### config.mk
export PLATFORM = sky130hd
export DESIGN_NAME = spi_slave_tx
export DESIGN_NICKNAME = d
export VERILOG_FILES = /design/src/rtl/spi_slave_pkg.sv /design/src/rtl/spi_edge_sync.sv /design/src/rtl/spi_slave_tx.sv
export SDC_FILE = /design/constraint.sdc
export NUM_CORES = 1
export LEC_CHECK = 0
export CORE_MARGIN = 2
export CORE_UTILIZATION = 40
export DETAILED_ROUTE_END_ITERATION = 8
export HOLD_SLACK_MARGIN = 0.05
export PLACE_DENSITY = 0.67
export SYNTH_ARGS = -nofsm -noshare
export SYNTH_HDL_FRONTEND = slang
export SYNTH_SLANG_ARGS = --single-unit
### constraint.sdc
create_clock -name clk -period 2 [get_ports clk]
set_input_delay 0.2 -clock clk [delete_from_list [all_inputs] [get_ports clk]]
set_output_delay 0.2 -clock clk [all_outputs]
set_load 0.03 [all_outputs]
### src/rtl/spi_slave_pkg.sv
// spi_slave_pkg: FSM states, default idle word and SPI mode helpers shared by the SPI slave tx/rx paths
package spi_slave_pkg;
  typedef enum logic [1:0] {ST_IDLE, ST_LOAD, ST_SHIFT} spi_state_e;
  localparam logic [7:0] IDLE_WORD_DEF = 8'hFF;
  localparam logic [1:0] SPI_MODE0 = 2'b00;
  localparam logic [1:0] SPI_MODE1 = 2'b01;
  localparam logic [1:0] SPI_MODE2 = 2'b10;
  localparam logic [1:0] SPI_MODE3 = 2'b11;
  // SCLK level right after the edge on which the transmitter advances
  function automatic logic shift_level(input int cpol, input int cpha);
    return (cpol != 0) ^ (cpha != 0);
  endfunction
endpackage

### src/rtl/spi_edge_sync.sv
// spi_edge_sync: multi-flop synchronizer with registered level and one-cycle toggle strobe
module spi_edge_sync #(
  parameter int STAGES = 2,
  parameter logic RST_VAL = 1'b0
) (
  input  logic clk,
  input  logic rst,
  input  logic d,
  output logic q,
  output logic tog
);
  logic [STAGES-1:0] sync;
  logic prev;
  always_ff @(posedge clk or posedge rst) begin
    if (rst) begin
      sync <= {STAGES{RST_VAL}};
      prev <= RST_VAL;
    end else begin
      sync <= {sync[STAGES-2:0], d};
      prev <= sync[STAGES-1];
    end
  end
  assign q = sync[STAGES-1];
  assign tog = q ^ prev;
endmodule

### src/rtl/spi_slave_tx.sv
// spi_slave_tx: SPI slave transmitter popping a show-ahead FIFO onto MISO, MSB first.
// Optional SPI_TX_UNDERRUN_CNT_EN adds a saturating underrun counter port.
module spi_slave_tx
  import spi_slave_pkg::*;
#(
  parameter int DATA_WIDTH = 8,
  parameter int CPOL = 0,
  parameter int CPHA = 0,
  parameter int SYNC_STAGES = 2,
  parameter logic [DATA_WIDTH-1:0] IDLE_WORD = DATA_WIDTH'(IDLE_WORD_DEF)
) (
  input  logic                  clk,
  input  logic                  rst,
  input  logic                  spi_cs_n,
  input  logic                  spi_sclk,
  output logic                  spi_miso,
  output logic                  spi_miso_oe,
  input  logic [DATA_WIDTH-1:0] fifo_rdata,
  input  logic                  fifo_rempty,
  output logic                  fifo_rinc,
  output logic                  tx_busy,
  output logic                  tx_underrun
`ifdef SPI_TX_UNDERRUN_CNT_EN
  , output logic [15:0]         tx_underrun_cnt
`endif
);
  localparam int CW = $clog2(DATA_WIDTH);
  localparam logic [CW-1:0] LAST = CW'(DATA_WIDTH - 1);
  spi_state_e state;
  logic [DATA_WIDTH-1:0] shift_reg, load_word;
  logic [CW-1:0] bit_cnt;
  logic sclk_q, sclk_tog, cs_q, cs_tog, cs_fall, cs_rise;
  logic shift_edge, last, do_load, do_step, do_wrap;
  spi_edge_sync #(.STAGES(SYNC_STAGES), .RST_VAL(CPOL != 0)) u_sclk_sync (
    .clk(clk), .rst(rst), .d(spi_sclk), .q(sclk_q), .tog(sclk_tog)
  );
  spi_edge_sync #(.STAGES(SYNC_STAGES), .RST_VAL(1'b1)) u_cs_sync (
    .clk(clk), .rst(rst), .d(spi_cs_n), .q(cs_q), .tog(cs_tog)
  );
  // CPHA=0 advances on the trailing edge, CPHA=1 on the leading edge; CPHA=1 loads on bit 0's leading edge
  always_comb begin
    cs_fall = cs_tog & ~cs_q;
    cs_rise = cs_tog & cs_q;
    shift_edge = ~cs_q & sclk_tog & (sclk_q == shift_level(CPOL, CPHA));
    last = bit_cnt == LAST;
    load_word = fifo_rempty ? IDLE_WORD : fifo_rdata;
    do_load = (CPHA != 0) ? shift_edge && (state == ST_LOAD || (state == ST_SHIFT && last))
                          : state == ST_LOAD;
    do_step = state == ST_SHIFT && shift_edge && !last;
    do_wrap = CPHA == 0 && state == ST_SHIFT && shift_edge && last;
  end
  always_ff @(posedge clk or posedge rst) begin
    if (rst) begin
      state <= ST_IDLE;
      shift_reg <= '0;
      bit_cnt <= '0;
      spi_miso <= 1'b1;
      spi_miso_oe <= 1'b0;
      fifo_rinc <= 1'b0;
      tx_underrun <= 1'b0;
    end else begin
      spi_miso_oe <= ~cs_q;
      fifo_rinc <= do_load & ~fifo_rempty;
      tx_underrun <= do_load & fifo_rempty;
      if (do_load) begin
        shift_reg <= load_word;
        spi_miso <= load_word[DATA_WIDTH-1];
        bit_cnt <= '0;
        state <= ST_SHIFT;
      end else if (do_step) begin
        shift_reg <= shift_reg << 1;
        spi_miso <= shift_reg[DATA_WIDTH-2];
        bit_cnt <= bit_cnt + 1'b1;
      end else if (do_wrap || (state == ST_IDLE && cs_fall)) begin
        bit_cnt <= '0;
        state <= ST_LOAD;
      end
      // a frame end wins over everything; an in-flight pop above still completes
      if (cs_rise) begin
        state <= ST_IDLE;
        spi_miso <= 1'b1;
        bit_cnt <= '0;
      end
    end
  end
  assign tx_busy = state != ST_IDLE;
`ifdef SPI_TX_UNDERRUN_CNT_EN
  always_ff @(posedge clk or posedge rst) begin
    if (rst) tx_underrun_cnt <= '0;
    else if (cs_fall) tx_underrun_cnt <= '0;
    else if (tx_underrun && tx_underrun_cnt != 16'hFFFF) tx_underrun_cnt <= tx_underrun_cnt + 16'd1;
  end
`endif
endmodule

# Word level (Yosys, flattened, before mapping)
# Index checks and enable logic that the tools add are counted.
[totals] romBits=0 n_memories=0 output_inout_bits=5 latch_bits=0 ramBits=0 inputBits=13 elab_cells=54 register_bits=22
[classes] n_bitwise=11 n_shift=0 n_eq_ne=4 n_mux=14 n_div=0 n_mul=0 order_cmp=0 n_reduce_logical=13 n_addsub=1
[ops] cell="$mux W7" count=2
[ops] cell="$mux W3" count=4
[ops] cell="$mux W2" count=4
[ops] cell="$mux W8" count=1
[ops] cell="$and A1 B1 Y1" count=6
[ops] cell="$reduce_bool A3 Y1" count=2
[ops] cell="$logic_and A1 B1 Y1" count=4
[ops] cell="$reduce_bool A2 Y1" count=2
[ops] cell="$reduce_bool A4 Y1" count=1
[ops] cell="$add A3 B1 Y3 const B" count=1
[ops] cell="$eq A3 B3 Y1 const B" count=1
[ops] cell="$mux W1" count=3
[ops] cell="$ne A3 B3 Y1 const B" count=1
[ops] cell="$not A1 Y1" count=3
[ops] cell="$eq A2 B1 Y1 const B" count=1
[ops] cell="$eq A2 B2 Y1 const B" count=1
[ops] cell="$logic_not A2 Y1" count=1
[ops] cell="$reduce_and A2 Y1" count=1
[ops] cell="$xor A1 B1 Y1" count=2
[ops] cell="$logic_not A1 Y1" count=1
[ops] cell="$logic_or A1 B1 Y1" count=1

# Depth between registers and ports, before layout
# Gate-level depths: netlist of the first run.
[depth] ltp_word=10 mapped_depth=6 mapped_depth_nobuf=5

# Modules after synthesis
# Synthesis of the first run repeated with hierarchy kept, for this count alone.
[hier_totals] cells_unflattened=91 area_unflattened_um2=989.7
[by_module_without_submodules] mod="spi_slave_tx" seq_area_each_um2=401.6 cells_per_inst=81 area_per_inst_um2=810.8 instances=1
[by_module_without_submodules] mod="spi_edge_sync at u_cs_sync" seq_area_each_um2=78.8 cells_per_inst=5 area_per_inst_um2=91.3 instances=1
[by_module_without_submodules] mod="spi_edge_sync at u_sclk_sync" seq_area_each_um2=75.1 cells_per_inst=5 area_per_inst_um2=87.6 instances=1

# Least setup slack after synthesis of the first run
# OpenSTA, ideal clock, no wires.
[synth_path] path_kind="register to register" start="reg bit_cnt[0]" end="reg shift_reg[0]" slack_ns=0.372 setup_ns=0.137 arrival_ns=1.491 required_ns=1.863 path_buffers=1 stages_incl_launch_ff=7 synth_period_minus_slack_ns=1.628 path_cell_list="dfrtp_1 -> ha_1 -> ha_1 -> or4_1 -> buf_2 -> o21ai_2 -> a21oi_1"
[synth_via] elab_chain_cells=4
[synth_lines] item="from (decl)" line_no="spi_slave_tx.sv:31" source="logic [CW-1:0] bit_cnt;"
[synth_lines] item="from (signal assigned)" line_no="spi_slave_tx.sv:73" source="bit_cnt <= bit_cnt + 1'b1;"
[synth_lines] item="$eq A3 B3 Y1" line_no="spi_slave_tx.sv:45" source="last = bit_cnt == LAST;"
[synth_lines] item="$logic_not A1 Y1" line_no="spi_slave_tx.sv:49" source="do_step = state == ST_SHIFT && shift_edge && !last;"
[synth_lines] item="$logic_and A1 B1 Y1" line_no="spi_slave_tx.sv:49"
[synth_lines] item="$reduce_bool A2 Y1 (no line)"
[synth_lines] item="to (signal assigned)" line_no="spi_slave_tx.sv:66" source="shift_reg <= load_word;"
[synth_lines] item="to (signal assigned)" line_no="spi_slave_tx.sv:71" source="shift_reg <= shift_reg << 1;"
[synth_lines] item="to (decl)" line_no="spi_slave_tx.sv:30" source="logic [DATA_WIDTH-1:0] shift_reg, load_word;"
# No other way between the ends.
# A chain may end at the register's enable or synchronous reset.

# Final worst setup path of the first run
[layout_path] start="reg bit_cnt[0]" end="reg shift_reg[5]"
# The elaborated chain is that of the path after synthesis.

==> metrics, run 1 <==
DR DRC count 0; top post-synthesis cells by count dfrtp_1, a21oi_1, nor3_1, o21ai_1, a31oi_1; Avg Cell Area, Syn 10.8 sq um; GPL Wtd Cong 0.728; Max-slew headroom 0.629; CP peak stage delay 0.59 ns; antenna viol nets, final 0; Worst Setup SP bit_cnt[0]; TritonCTS clock tree yes; Final Cell Area 0.00120 sq mm; htree depth 1; drt total wl 1840 um; Core Area 0.00228 sq mm; Final #Nets 124; FP Rows 17; max reg flops 7; Tot GR Track Use 0.149; initial antenna violation count 0; fin util 0.528; setup tns final 0 ns; FF-to-FF path depth 5; Unique masters post-synth 31; Max Cap Viol 0; crit path cell chain ha_1 -> ha_1 -> or4_1 -> o21ai_1 -> a21oi_1; Root Driver clkbuf_4; Max FO, Critical Path 8; cell taking the most area after synthesis dfrtp_1; pwr/cell area 946 mW/mm^2; Post-synth EDFFs 0; CTS Buf Count 3; Slowest cell on crit path or4_1; WP data required 2.19 ns; mapped cell area 981 sq um; FF+latch count, synth 22; Hold WC Path Type in2reg; CTS Sinks 22; Die Area 0.00286 sq mm; yosys warns 0; # diodes 0; final clock period utilization by the worst path 0.908; Post-DP Area 0.00116 sq mm; Critical path buffers and inverters 0; Met3 Wirelength 88 um; Routed met2 length 869 um; initial core utilization 0.431; PortBufs 17; vias 750; unrepaired setup endpoints after global routing no; RR Startpoint bit_cnt[0]; WP depth 5; WL per Instance 13.5 um; Hold Slack 0.300 ns; CP endpoint kind register; WS Path Type reg2reg; Iter 0 DRT Violations 23; Top Family by Delay on Critical Path simple AND/OR/NAND/NOR gates; Mapped Nets 106; I/O Pins 18; hold depth 1; CTS max path bufs 2; share of cells above drive strength 1 0.130; total design power 1.14 mW; Post-synth top flop dfrtp_1; leak pwr 0.489 nW; Tmin final 1.82 ns; Cells after Synth 91; post-DR vias/cell 5.51; CP Launch Type register; Layout area overhead 22.4%; top post-synthesis cells by area dfrtp_1, dfstp_2, a21oi_1; highest clock rate 551 MHz; number of setup violations in the final report 0; Filler cells 200; Worst path most repeated cell ha_1; HP Start spi_cs_n; async set or reset register ratio after synthesis 1.00; drt pass-1 iters 4; Slew @ Worst Pin 0.553 ns; Synth top area share 0.459; Chip Height 53.5 um; number of global-route vias before repair 686; Post-CTS Setup Bufs 0; outcome complete, no violations; maximum VDD drop 0.554 mV; Final Max Slew Viols 0; Critical Path AT 2.01 ns; pin count of the biggest net entering global routing 22; first-pass GRT wire length 3010 um; Detail Placement HPWL 1310 um; die width 53.5 um; clock skew 0.0172 ns; clock slew at reported path FFs 0.11 ns; met1 wire length 856 um; gr ovfl total 0; latest clock arrival within the worst-skew pair 0.31 ns; most frequent cell after synthesis dfrtp_1; Seq/Total Area, Yosys 0.566; Fin. Hold Viols 0; Top Layer Used met4
## cell type report
class | count | area (sq um) | area share
Inverter | 5 | 18.8 | 0.0156
Tap cell | 28 | 35.0 | 0.0292
Multi-Input combinational cell | 58 | 375 | 0.313
Timing Repair Buffer | 19 | 190 | 0.158
Clock buffer | 4 | 26.3 | 0.0219
Sequential cell | 22 | 556 | 0.463
## per-stage QoR
step / worst slack [ns] / std cells
5_1_grt: 0.102 / 136
4_1_cts: 0.0637 / 136
3_3_place_gp: 0.253 / 131
2_1_floorplan: 0.372 / 91
3_5_place_dp: 0.199 / 131
6_report: 0.184 / 136
## worst paths after layout
check | endpoint | slack, ns
setup / recovery | shift_reg[5] | 0.18
hold / removal | u_cs_sync.sync[0] | 0.30
max in group asynchronous | u_cs_sync.sync[1] | 0.93
hold reg to reg | u_cs_sync.sync[1] | 0.37
min in group asynchronous | fifo_rinc | 0.56
setup reg to reg | shift_reg[5] | 0.18
## power by group
| group | total, mW | switching (mW) | leakage (nW) | internal [mW] |
|---|---|---|---|---|
| Combinational | 0.319 | 0.176 | 0.216 | 0.143 |
| Sequential | 0.608 | 0.0664 | 0.258 | 0.542 |
| Clock | 0.210 | 0.132 | 0.0150 | 0.0779 |
| Total | 1.14 | 0.374 | 0.489 | 0.763 |
## kinds of logic (layout without fill, tap and decap cells)
| family | count (synthesis) | after routing | share of synthesized area |
|---|---|---|---|
| AND/OR/NAND/NOR | 27 | 27 | 0.180 |
| buffers and inverters | 11 | 28 | 0.0510 |
| AO/OA/AOI/OAI | 29 | 29 | 0.177 |
| flip-flops | 22 | 22 | 0.566 |
| adder cells (fa/ha/maj) | 2 | 2 | 0.0255 |
## worst register-to-register path, delay by kind of cell, from the launching register on
kind                       cells  cell delay (ns)
AOI/OAI and AO/OA              2             0.28
adders and majority gates      2             0.44
DFF                            1             0.39
and+or+nand+nor                1             0.59
## layer usage
layer	GRT usage	vias to the layer above
li1	-	366
met4	0.0769	0
met1	0.197	357
met5	0	-
met2	0.228	23
met3	0.0339	4
## cell usage in the layout (no fill, tap or decap)
cell / Yosys / routed
a311oi_1: 1 / 1
inv_1: 5 / 5
nor4_4: 1 / 1
dlygate4sd3_1: 0 / 1
clkdlybuf4s50_1: 0 / 16
clkbuf_1: 2 / 1
nor3_1: 7 / 7
a31oi_1: 6 / 6
dfstp_2: 4 / 4
buf_4: 0 / 1
clkbuf_4: 0 / 3
or2b_1: 1 / 1
nor4_2: 1 / 1
o31ai_1: 3 / 3
nor2b_1: 2 / 2
and2_1: 2 / 2
o21ai_2: 1 / 1
nand2b_1: 1 / 1
or4_1: 1 / 1
a21oi_1: 9 / 9
nor2_1: 1 / 1
a21o_1: 1 / 1
or2_2: 1 / 1
or3b_2: 1 / 1
a31o_2: 1 / 1
nor4_1: 1 / 1
dlymetal6s2s_1: 0 / 1
nor4b_1: 1 / 1
o21ai_1: 7 / 7
dfrtp_1: 18 / 18
nand3_1: 4 / 4
nand2_1: 2 / 2
ha_1: 2 / 2
## repair_timing
item                                    in CTS  in global routing
resized for setup                            0                  1
hold buffers                                 1                  0
endpoints found under the hold margin        1                  0
endpoints found under the setup margin       0                  1
(Power assumes the default switching activity.)
==> run 2, diff against run 1 <==
- HOLD_SLACK_MARGIN: 0.05 -> 0.02
==> results of run 2 <==
No change in the layout: final DEF, timing and power equal those of run 1.
